==> src/rtl/au_sequencer_if.sv <==
// Command, arithmetic-unit and result bundle for au_sequencer.
// The slave modport is the sequencer; the master modport is the command/result side.
interface au_sequencer_if;
  logic       cmd_valid;
  logic       cmd_ready;
  logic       cmd_load;
  logic [2:0] cmd_op;
  logic       cmd_chain;
  logic [7:0] cmd_data;
  logic [7:0] au_x;
  logic [7:0] au_y;
  logic       au_sel1;
  logic       au_sel0;
  logic       au_cin;
  logic [7:0] au_f;
  logic       au_cout;
  logic       res_valid;
  logic       res_ready;
  logic [7:0] res_data;
  logic       res_cout;
  logic       res_zero;
  logic [7:0] op_count;

  modport slave (
    input  cmd_valid, cmd_load, cmd_op, cmd_chain, cmd_data, au_f, au_cout, res_ready,
    output cmd_ready, au_x, au_y, au_sel1, au_sel0, au_cin,
           res_valid, res_data, res_cout, res_zero, op_count
  );

  modport master (
    output cmd_valid, cmd_load, cmd_op, cmd_chain, cmd_data, au_f, au_cout, res_ready,
    input  cmd_ready, au_x, au_y, au_sel1, au_sel0, au_cin,
           res_valid, res_data, res_cout, res_zero, op_count
  );
endinterface

==> src/rtl/au_sequencer.sv <==
// Sequences load/arithmetic commands through an external combinational arithmetic unit,
// keeping an accumulator and a chainable carry, and presents each result via a handshake.
module au_sequencer (
  input logic           clk,
  input logic           rst_n,
  au_sequencer_if.slave bus
);

  typedef enum logic [1:0] {
    IDLE   = 2'd0,
    ISSUE  = 2'd1,
    RESULT = 2'd2
  } state_t;

  state_t     state_r;
  state_t     state_s;
  logic [7:0] acc_r;
  logic       carry_r;
  logic [7:0] au_x_r;
  logic [7:0] au_y_r;
  logic       au_sel1_r;
  logic       au_sel0_r;
  logic       au_cin_r;
  logic       cmd_ready_r;
  logic       res_valid_r;
  logic [7:0] res_data_r;
  logic       res_cout_r;
  logic       res_zero_r;
  logic [7:0] op_count_r;

  // Next-state decode; commands outside IDLE are simply not looked at.
  always_comb begin
    state_s = state_r;
    case (state_r)
      IDLE: begin
        if (bus.cmd_valid) begin
          state_s = bus.cmd_load ? RESULT : ISSUE;
        end else begin
          state_s = IDLE;
        end
      end
      ISSUE:  state_s = RESULT;
      RESULT: begin
        if (bus.res_ready) begin
          state_s = IDLE;
        end else begin
          state_s = RESULT;
        end
      end
      default: state_s = IDLE;
    endcase
  end

  // State register plus handshake flags registered from the next state.
  always_ff @(posedge clk or negedge rst_n) begin
    if (!rst_n) begin
      state_r     <= IDLE;
      cmd_ready_r <= 1'b1;
      res_valid_r <= 1'b0;
    end else begin
      state_r     <= state_s;
      cmd_ready_r <= (state_s == IDLE);
      res_valid_r <= (state_s == RESULT);
    end
  end

  // Datapath: operands are launched at acceptance, results captured one edge later.
  always_ff @(posedge clk or negedge rst_n) begin
    if (!rst_n) begin
      acc_r      <= 8'h00;
      carry_r    <= 1'b0;
      au_x_r     <= 8'h00;
      au_y_r     <= 8'h00;
      au_sel1_r  <= 1'b0;
      au_sel0_r  <= 1'b0;
      au_cin_r   <= 1'b0;
      res_data_r <= 8'h00;
      res_cout_r <= 1'b0;
      res_zero_r <= 1'b1;
      op_count_r <= 8'h00;
    end else begin
      if ((state_r == IDLE) && bus.cmd_valid && !bus.cmd_load) begin
        au_x_r    <= acc_r;
        au_y_r    <= bus.cmd_data;
        au_sel1_r <= bus.cmd_op[2];
        au_sel0_r <= bus.cmd_op[1];
        au_cin_r  <= bus.cmd_chain ? carry_r : bus.cmd_op[0];
      end
      if ((state_r == IDLE) && bus.cmd_valid && bus.cmd_load) begin
        acc_r      <= bus.cmd_data;
        res_data_r <= bus.cmd_data;
        res_cout_r <= 1'b0;
        carry_r    <= 1'b0;
        res_zero_r <= (bus.cmd_data == 8'h00);
      end
      if (state_r == ISSUE) begin
        acc_r      <= bus.au_f;
        res_data_r <= bus.au_f;
        res_cout_r <= bus.au_cout;
        carry_r    <= bus.au_cout;
        res_zero_r <= (bus.au_f == 8'h00);
        op_count_r <= op_count_r + 8'd1;
      end
    end
  end

  assign bus.cmd_ready = cmd_ready_r;
  assign bus.res_valid = res_valid_r;
  assign bus.au_x      = au_x_r;
  assign bus.au_y      = au_y_r;
  assign bus.au_sel1   = au_sel1_r;
  assign bus.au_sel0   = au_sel0_r;
  assign bus.au_cin    = au_cin_r;
  assign bus.res_data  = res_data_r;
  assign bus.res_cout  = res_cout_r;
  assign bus.res_zero  = res_zero_r;
  assign bus.op_count  = op_count_r;

endmodule

==> src/flat_wrapper.sv <==
// flat-port wrapper written by rule: the top's interface ports become plain ports
module au_sequencer_flat 
  (clk, rst_n, bus_cmd_valid, bus_cmd_load, bus_cmd_op, bus_cmd_chain, bus_cmd_data, bus_au_f, bus_au_cout, bus_res_ready, bus_cmd_ready, bus_au_x, bus_au_y, bus_au_sel1, bus_au_sel0, bus_au_cin, bus_res_valid, bus_res_data, bus_res_cout, bus_res_zero, bus_op_count);
  au_sequencer_if bus_i ();
  input logic clk;
  input logic rst_n;
  input wire logic [$bits(bus_i.cmd_valid)-1:0] bus_cmd_valid;
  input wire logic [$bits(bus_i.cmd_load)-1:0] bus_cmd_load;
  input wire logic [$bits(bus_i.cmd_op)-1:0] bus_cmd_op;
  input wire logic [$bits(bus_i.cmd_chain)-1:0] bus_cmd_chain;
  input wire logic [$bits(bus_i.cmd_data)-1:0] bus_cmd_data;
  input wire logic [$bits(bus_i.au_f)-1:0] bus_au_f;
  input wire logic [$bits(bus_i.au_cout)-1:0] bus_au_cout;
  input wire logic [$bits(bus_i.res_ready)-1:0] bus_res_ready;
  output wire logic [$bits(bus_i.cmd_ready)-1:0] bus_cmd_ready;
  output wire logic [$bits(bus_i.au_x)-1:0] bus_au_x;
  output wire logic [$bits(bus_i.au_y)-1:0] bus_au_y;
  output wire logic [$bits(bus_i.au_sel1)-1:0] bus_au_sel1;
  output wire logic [$bits(bus_i.au_sel0)-1:0] bus_au_sel0;
  output wire logic [$bits(bus_i.au_cin)-1:0] bus_au_cin;
  output wire logic [$bits(bus_i.res_valid)-1:0] bus_res_valid;
  output wire logic [$bits(bus_i.res_data)-1:0] bus_res_data;
  output wire logic [$bits(bus_i.res_cout)-1:0] bus_res_cout;
  output wire logic [$bits(bus_i.res_zero)-1:0] bus_res_zero;
  output wire logic [$bits(bus_i.op_count)-1:0] bus_op_count;
  assign bus_i.cmd_valid = bus_cmd_valid;
  assign bus_i.cmd_load = bus_cmd_load;
  assign bus_i.cmd_op = bus_cmd_op;
  assign bus_i.cmd_chain = bus_cmd_chain;
  assign bus_i.cmd_data = bus_cmd_data;
  assign bus_i.au_f = bus_au_f;
  assign bus_i.au_cout = bus_au_cout;
  assign bus_i.res_ready = bus_res_ready;
  assign bus_cmd_ready = bus_i.cmd_ready;
  assign bus_au_x = bus_i.au_x;
  assign bus_au_y = bus_i.au_y;
  assign bus_au_sel1 = bus_i.au_sel1;
  assign bus_au_sel0 = bus_i.au_sel0;
  assign bus_au_cin = bus_i.au_cin;
  assign bus_res_valid = bus_i.res_valid;
  assign bus_res_data = bus_i.res_data;
  assign bus_res_cout = bus_i.res_cout;
  assign bus_res_zero = bus_i.res_zero;
  assign bus_op_count = bus_i.op_count;
  au_sequencer u_core (.clk(clk), .rst_n(rst_n), .bus(bus_i));
endmodule
==> config.mk <==
export PLATFORM = sky130hd
export DESIGN_NAME = au_sequencer_flat
export DESIGN_NICKNAME = d
export VERILOG_FILES = /design/src/rtl/au_sequencer_if.sv /design/src/rtl/au_sequencer.sv /design/src/flat_wrapper.sv
export SDC_FILE = /design/constraint.sdc
export NUM_CORES = 1
export LEC_CHECK = 0
export ABC_AREA = 1
export CAP_MARGIN = 20
export CORE_ASPECT_RATIO = 1.4
export CORE_UTILIZATION = 40
export CTS_CLUSTER_DIAMETER = 60
export CTS_CLUSTER_SIZE = 14
export DETAILED_ROUTE_END_ITERATION = 6
export PLACE_DENSITY = 0.7
export SYNTH_ARGS = -nofsm -noshare
export SYNTH_HDL_FRONTEND = slang
export SYNTH_SLANG_ARGS = --single-unit
==> constraint.sdc <==
create_clock -name clk -period 1.3 [get_ports clk]
set_input_delay 0.26 -clock clk [delete_from_list [all_inputs] [get_ports clk]]
set_output_delay 0.26 -clock clk [all_outputs]
set_load 0.01 [all_outputs]
Word level (Yosys, flattened, before mapping)
Cells that the tools add are included.
{ "op_classes": {"add_sub_neg": 1, "multipliers": 0, "n_div": 0, "magnitude_cmp": 0, "eq_ne": 3, "shift": 0, "mux": 11, "bitwise_logic": 0, "reduce_logical": 9} }
{ "ops": {"columns": ["cell", "count"], "rows": [
  ["8-bit logical NOT", 2],
  ["8-bit two-way mux", 2],
  ["8-bit by 1-bit adder with 8-bit output, second input constant", 1],
  ["2-bit two-way mux", 3],
  ["2-bit one-hot mux with 3 select lines", 1],
  ["1-bit two-way mux", 5],
  ["2-bit equality test, second input constant", 2],
  ["2-bit logical NOT", 2],
  ["1-bit logical AND", 3],
  ["2-bit by 1-bit equality test with 1-bit output, second input constant", 1],
  ["2-bit nonzero test", 1],
  ["1-bit logical NOT", 1]
]} }
{ "totals": {"ff_bits": 41, "latch_bits": 0, "ram_bits": 0, "mem_bits_ro": 0, "output_inout_bits": 39, "word_cells": 36, "memories": 0} }

Longest topological paths before layout
{ "logic_depth": {"ltp_word": 5, "ltp_mapped": 7} }

Least setup slack after synthesis
No wires, ideal clock.
{ "synth_path": {"path_type": "register -> register", "start": "register u_core.state_r[1]", "end": "register u_core.res_data_r[4], in the netlist u_core.bus.res_data[4]", "arrival_ns": 0.957, "slack_ns": 0.217, "stages_incl_launch_ff": 6, "n_path_buf": 1, "cell_sequence": "dfrtp_1 > inv_2 > nand2_4 > buf_4 > o211ai_1 > o21ai_1"} }
{ "synth_between": {"elab_chain_cells": 4} }
{ "synth_rtl": {"columns": ["element", "line", "source"], "rows": [
  ["start: declaration", "au_sequencer.sv:15", "state_t state_r;"],
  ["start signal: assignment", "au_sequencer.sv:61", "state_r <= state_s;"],
  ["2-bit logical NOT", "au_sequencer.sv:89", "if ((state_r == IDLE) && bus.cmd_valid && bus.cmd_load) begin"],
  ["1-bit logical AND (2 in a row)", "au_sequencer.sv:89", null],
  ["2-bit nonzero test (no line)", null, null],
  ["end signal: assignment", "au_sequencer.sv:91", "res_data_r <= bus.cmd_data;"],
  ["end signal: assignment", "au_sequencer.sv:98", "res_data_r <= bus.au_f;"],
  ["end: declaration", "au_sequencer.sv:26", "logic [7:0] res_data_r;"]
]} }
Several ways; a longest one is shown, not always the timed one.
A chain may end at the register's enable or synchronous reset.

Worst setup path in the final report
{ "layout_path": {"start": "register u_core.op_count_r[7], in the netlist u_core.bus.op_count[7]", "end": "output bus_op_count[7]"} }
{ "layout_rtl": {"columns": ["element", "line", "source"], "rows": [
  ["start: declaration", "au_sequencer.sv:29", "logic [7:0] op_count_r;"],
  ["start signal: assignment", "au_sequencer.sv:102", "op_count_r <= op_count_r + 8'd1;"],
  ["end: declaration", "flat_wrapper.sv:25", "output wire logic [$bits(bus_i.op_count)-1:0] bus_op_count;"]
]} }
No word-level cell between the ends.

==> impl_metrics.json <==
{
  "port_buffers": 64,
  "grt-ovfl-total": 0,
  "area_delta_synth_final_pct": 47.71,
  "nets": 323,
  "io_pins": 65,
  "tightest_slew_ns": 0.4347,
  "slowest_delay_ns": 0.41,
  "drt-total-wl_um": 4503,
  "end_kind": "output port",
  "ant_nets": 0,
  "crit_end": "bus_op_count[7]",
  "dp.cells": 348,
  "syn_avg_cell_area_um2": 8.517,
  "outcome": "complete, no violations",
  "grt_first_pass_wirelength_um": 7210,
  "power_uw": 4844,
  "place_ws_ns": -0.1885,
  "gp_congestion": 0.7948,
  "die_h_um": 82.62,
  "wl_per_cell_um": 12.54,
  "cts.sinks": 41,
  "insertion_delay_ns": 0.29,
  "antenna_found_initial": 0,
  "layout-drive-gt1-share_pct": 11.11,
  "p_leak_uw": 0.001491,
  "yosysSeqAreaShare_pct": 55.39,
  "fp.dieW_um": 59.58,
  "dp_hpwl_um": 3312,
  "rsz0062_at_grt": "no",
  "relSlewSlack_pct": 71.02,
  "num_antenna_cells": 0,
  "final-setup-viol-count": 0,
  "synth_area_mm2": 0.001857,
  "vias": 1635,
  "yosysWarnings": 0,
  "cts-root-buf": "clkbuf_8",
  "coreArea_mm2": 0.004499,
  "viasPerCell": 4.554,
  "cts_tree": "yes",
  "final.setup_skew_ns": 0.006815,
  "synthDistinctLibCells": 24,
  "grt_pass1_vias": 1605,
  "rr_worst_depth": 6,
  "yosysTopAreaCell": "dfrtp_1",
  "htreeDepth": 2,
  "worstSetupPathType": "reg2out",
  "fin_crit_sh_pct": 96.50,
  "synthDominantCellAreaShare_pct": 52.56,
  "grt_max_degree": 36,
  "reg2reg_to": "u_core.bus.op_count[4]",
  "synth_area_leaders": "dfrtp_1 (53%), nand2_1 (14%), inv_1 (6.7%), o21ai_0 (4.9%), dfstp_2 (2.8%)",
  "r2r-start": "u_core.bus.op_count[1]",
  "num-fill-cells": 438,
  "drt-pass1-iter-count": 4,
  "setup_ws_ns": 0.04547,
  "cts_made_buffers": 5,
  "drc": 0,
  "crit_required_ns": 1.04,
  "drt-initial-drc-count": 50,
  "fin_area_mm2": 0.002743,
  "synth_nets": 245,
  "hold_viol": 0,
  "crit_path_top_delay_cell": "dfrtp_1",
  "critPathLaunchType": "flop",
  "hold_path_class": "in2async",
  "clock_tree.buffer_depth": 2,
  "detailed_place.area_mm2": 0.002625,
  "path_clk_slew_ns": 0.08,
  "die_area_mm2": 0.004922,
  "layout_min_cycle_time_ns": 1.255,
  "slew_viol_final": 0,
  "grtUsageTotal_pct": 20.03,
  "crit_fanout": 4,
  "reg2reg_slack_ns": 0.10,
  "cp_top_family": "flip-flops",
  "fmax_ghz": 0.7971,
  "crit_arrival_ns": 0.99,
  "startpoint": "u_core.bus.op_count[7]",
  "cp_cell_sequence": "dlygate4sd2_1",
  "fin_cells": 359,
  "ys_ff_latch": 41,
  "drv_cap": 0,
  "num_rows": 29,
  "start_util_pct": 41.27,
  "worstPathBufferInverterCount": 1,
  "ir_worst_vdd_uv": 996.9,
  "cp_num_cells": 1,
  "powerDensity_mw_per_mm2": 1766,
  "synthCells": 218
}
[stage by stage]
step           TNS (ns)  utilization (%)  hold WS [ns]
6_report              0            60.96        0.4543
5_1_grt               0            60.96        0.4935
4_1_cts               0            60.76        0.4446
3_5_place_dp     -3.347            58.34        0.2257
3_3_place_gp     -2.881            58.34        0.2239
2_1_floorplan         0                -      -0.03559
[registers in the layout, summed over array words and instances, names as in the netlist]
register              cells
u_core.state_r            2
u_core.bus.au_sel1        1
u_core.bus.res_data       8
u_core.bus.au_y           8
u_core.bus.op_count       8
u_core.bus.au_cin         1
u_core.carry_r            1
u_core.bus.au_sel0        1
u_core.bus.res_valid      1
u_core.bus.cmd_ready      1
u_core.bus.res_zero       1
u_core.bus.au_x           8
[cell families (layout without fill, tap and decap cells)]
kind of cell,Yosys count,in the layout,share of synthesized area (%)
AND/OR/NAND/NOR,97,97,22.57
flip-flops,41,41,55.39
buffers and inverters,40,119,9.299
AO/OA/AOI/OAI,36,36,10.65
XOR/XNOR,3,3,1.415
adder cells (fa/ha/maj),1,1,0.6737
[placed cells by master, fill, tap and decap left out, types with 2 or more instances in the layout]
cell type / instances
o21ai_1: 9
o211ai_1: 7
nand3_1: 4
o21ai_0: 18
dfstp_2: 2
dfrtp_1: 39
inv_1: 33
nor2_1: 14
bufinv_16: 2
buf_4: 10
clkbuf_8: 5
dlygate4sd2_1: 37
buf_2: 3
xor2_1: 3
clkdlybuf4s50_1: 24
nand2_2: 2
buf_12: 2
a21oi_1: 2
nand2_1: 68
nand4_1: 2
[where the power goes]
part / switching, uW / total, uW / internal (uW)
clock: 447 / 1210 / 763
combinational: 901 / 1690 / 788
sequential: 232 / 1940 / 1710
[worst min path at each step]
stage	endpoint	slack (ns)	cells after the start
floorplan	u_core.bus.au_cin	-0.04	0
global placement	u_core.state_r[1]	0.22	1
detailed placement	u_core.state_r[1]	0.23	1
CTS	u_core.bus.op_count[7]	0.44	2
global route	u_core.bus.au_y[5]	0.49	2
finish	u_core.bus.op_count[6]	0.45	2
[cell type report]
cell class | count | area (um2) | area share [%]
inverters | 34 | 127.6 | 4.653
repair buffers | 77 | 704.4 | 25.68
well taps | 62 | 77.57 | 2.828
multi-input cells | 137 | 670.6 | 24.45
clock buffers | 5 | 68.82 | 2.509
flip-flops and latches | 41 | 1028 | 37.50
clock inverters | 3 | 65.06 | 2.372
[routing by layer]
layer / global-route usage, % / wire length (um) / share of wire, %
met5: 0 / 0 / 0
met4: 6.977 / 45 / 1.0
met3: 5.140 / 244 / 5.4
met2: 37.08 / 2405 / 53
met1: 21.71 / 1807 / 40
[synthesized netlist by cell type, drive strengths merged]
master  instances
nor3            2
inv            34
nor2           15
nand2          72
dfstp           2
dfrtp          39
nand3b          1
o21ai          27
o211ai          7
a21oi           2
xor2            3
ha              1
buf             6
nand4           2
nand3           5
[repair_timing]
item / CTS / global route
setup endpoints to repair: 39 / 4
hold buffers: 1 / 0
buffers inserted: 2 / 0
endpoints found under the hold margin: 15 / 0
gates resized for setup: 44 / 3
No activity file was read; power rests on OpenSTA's default activity.
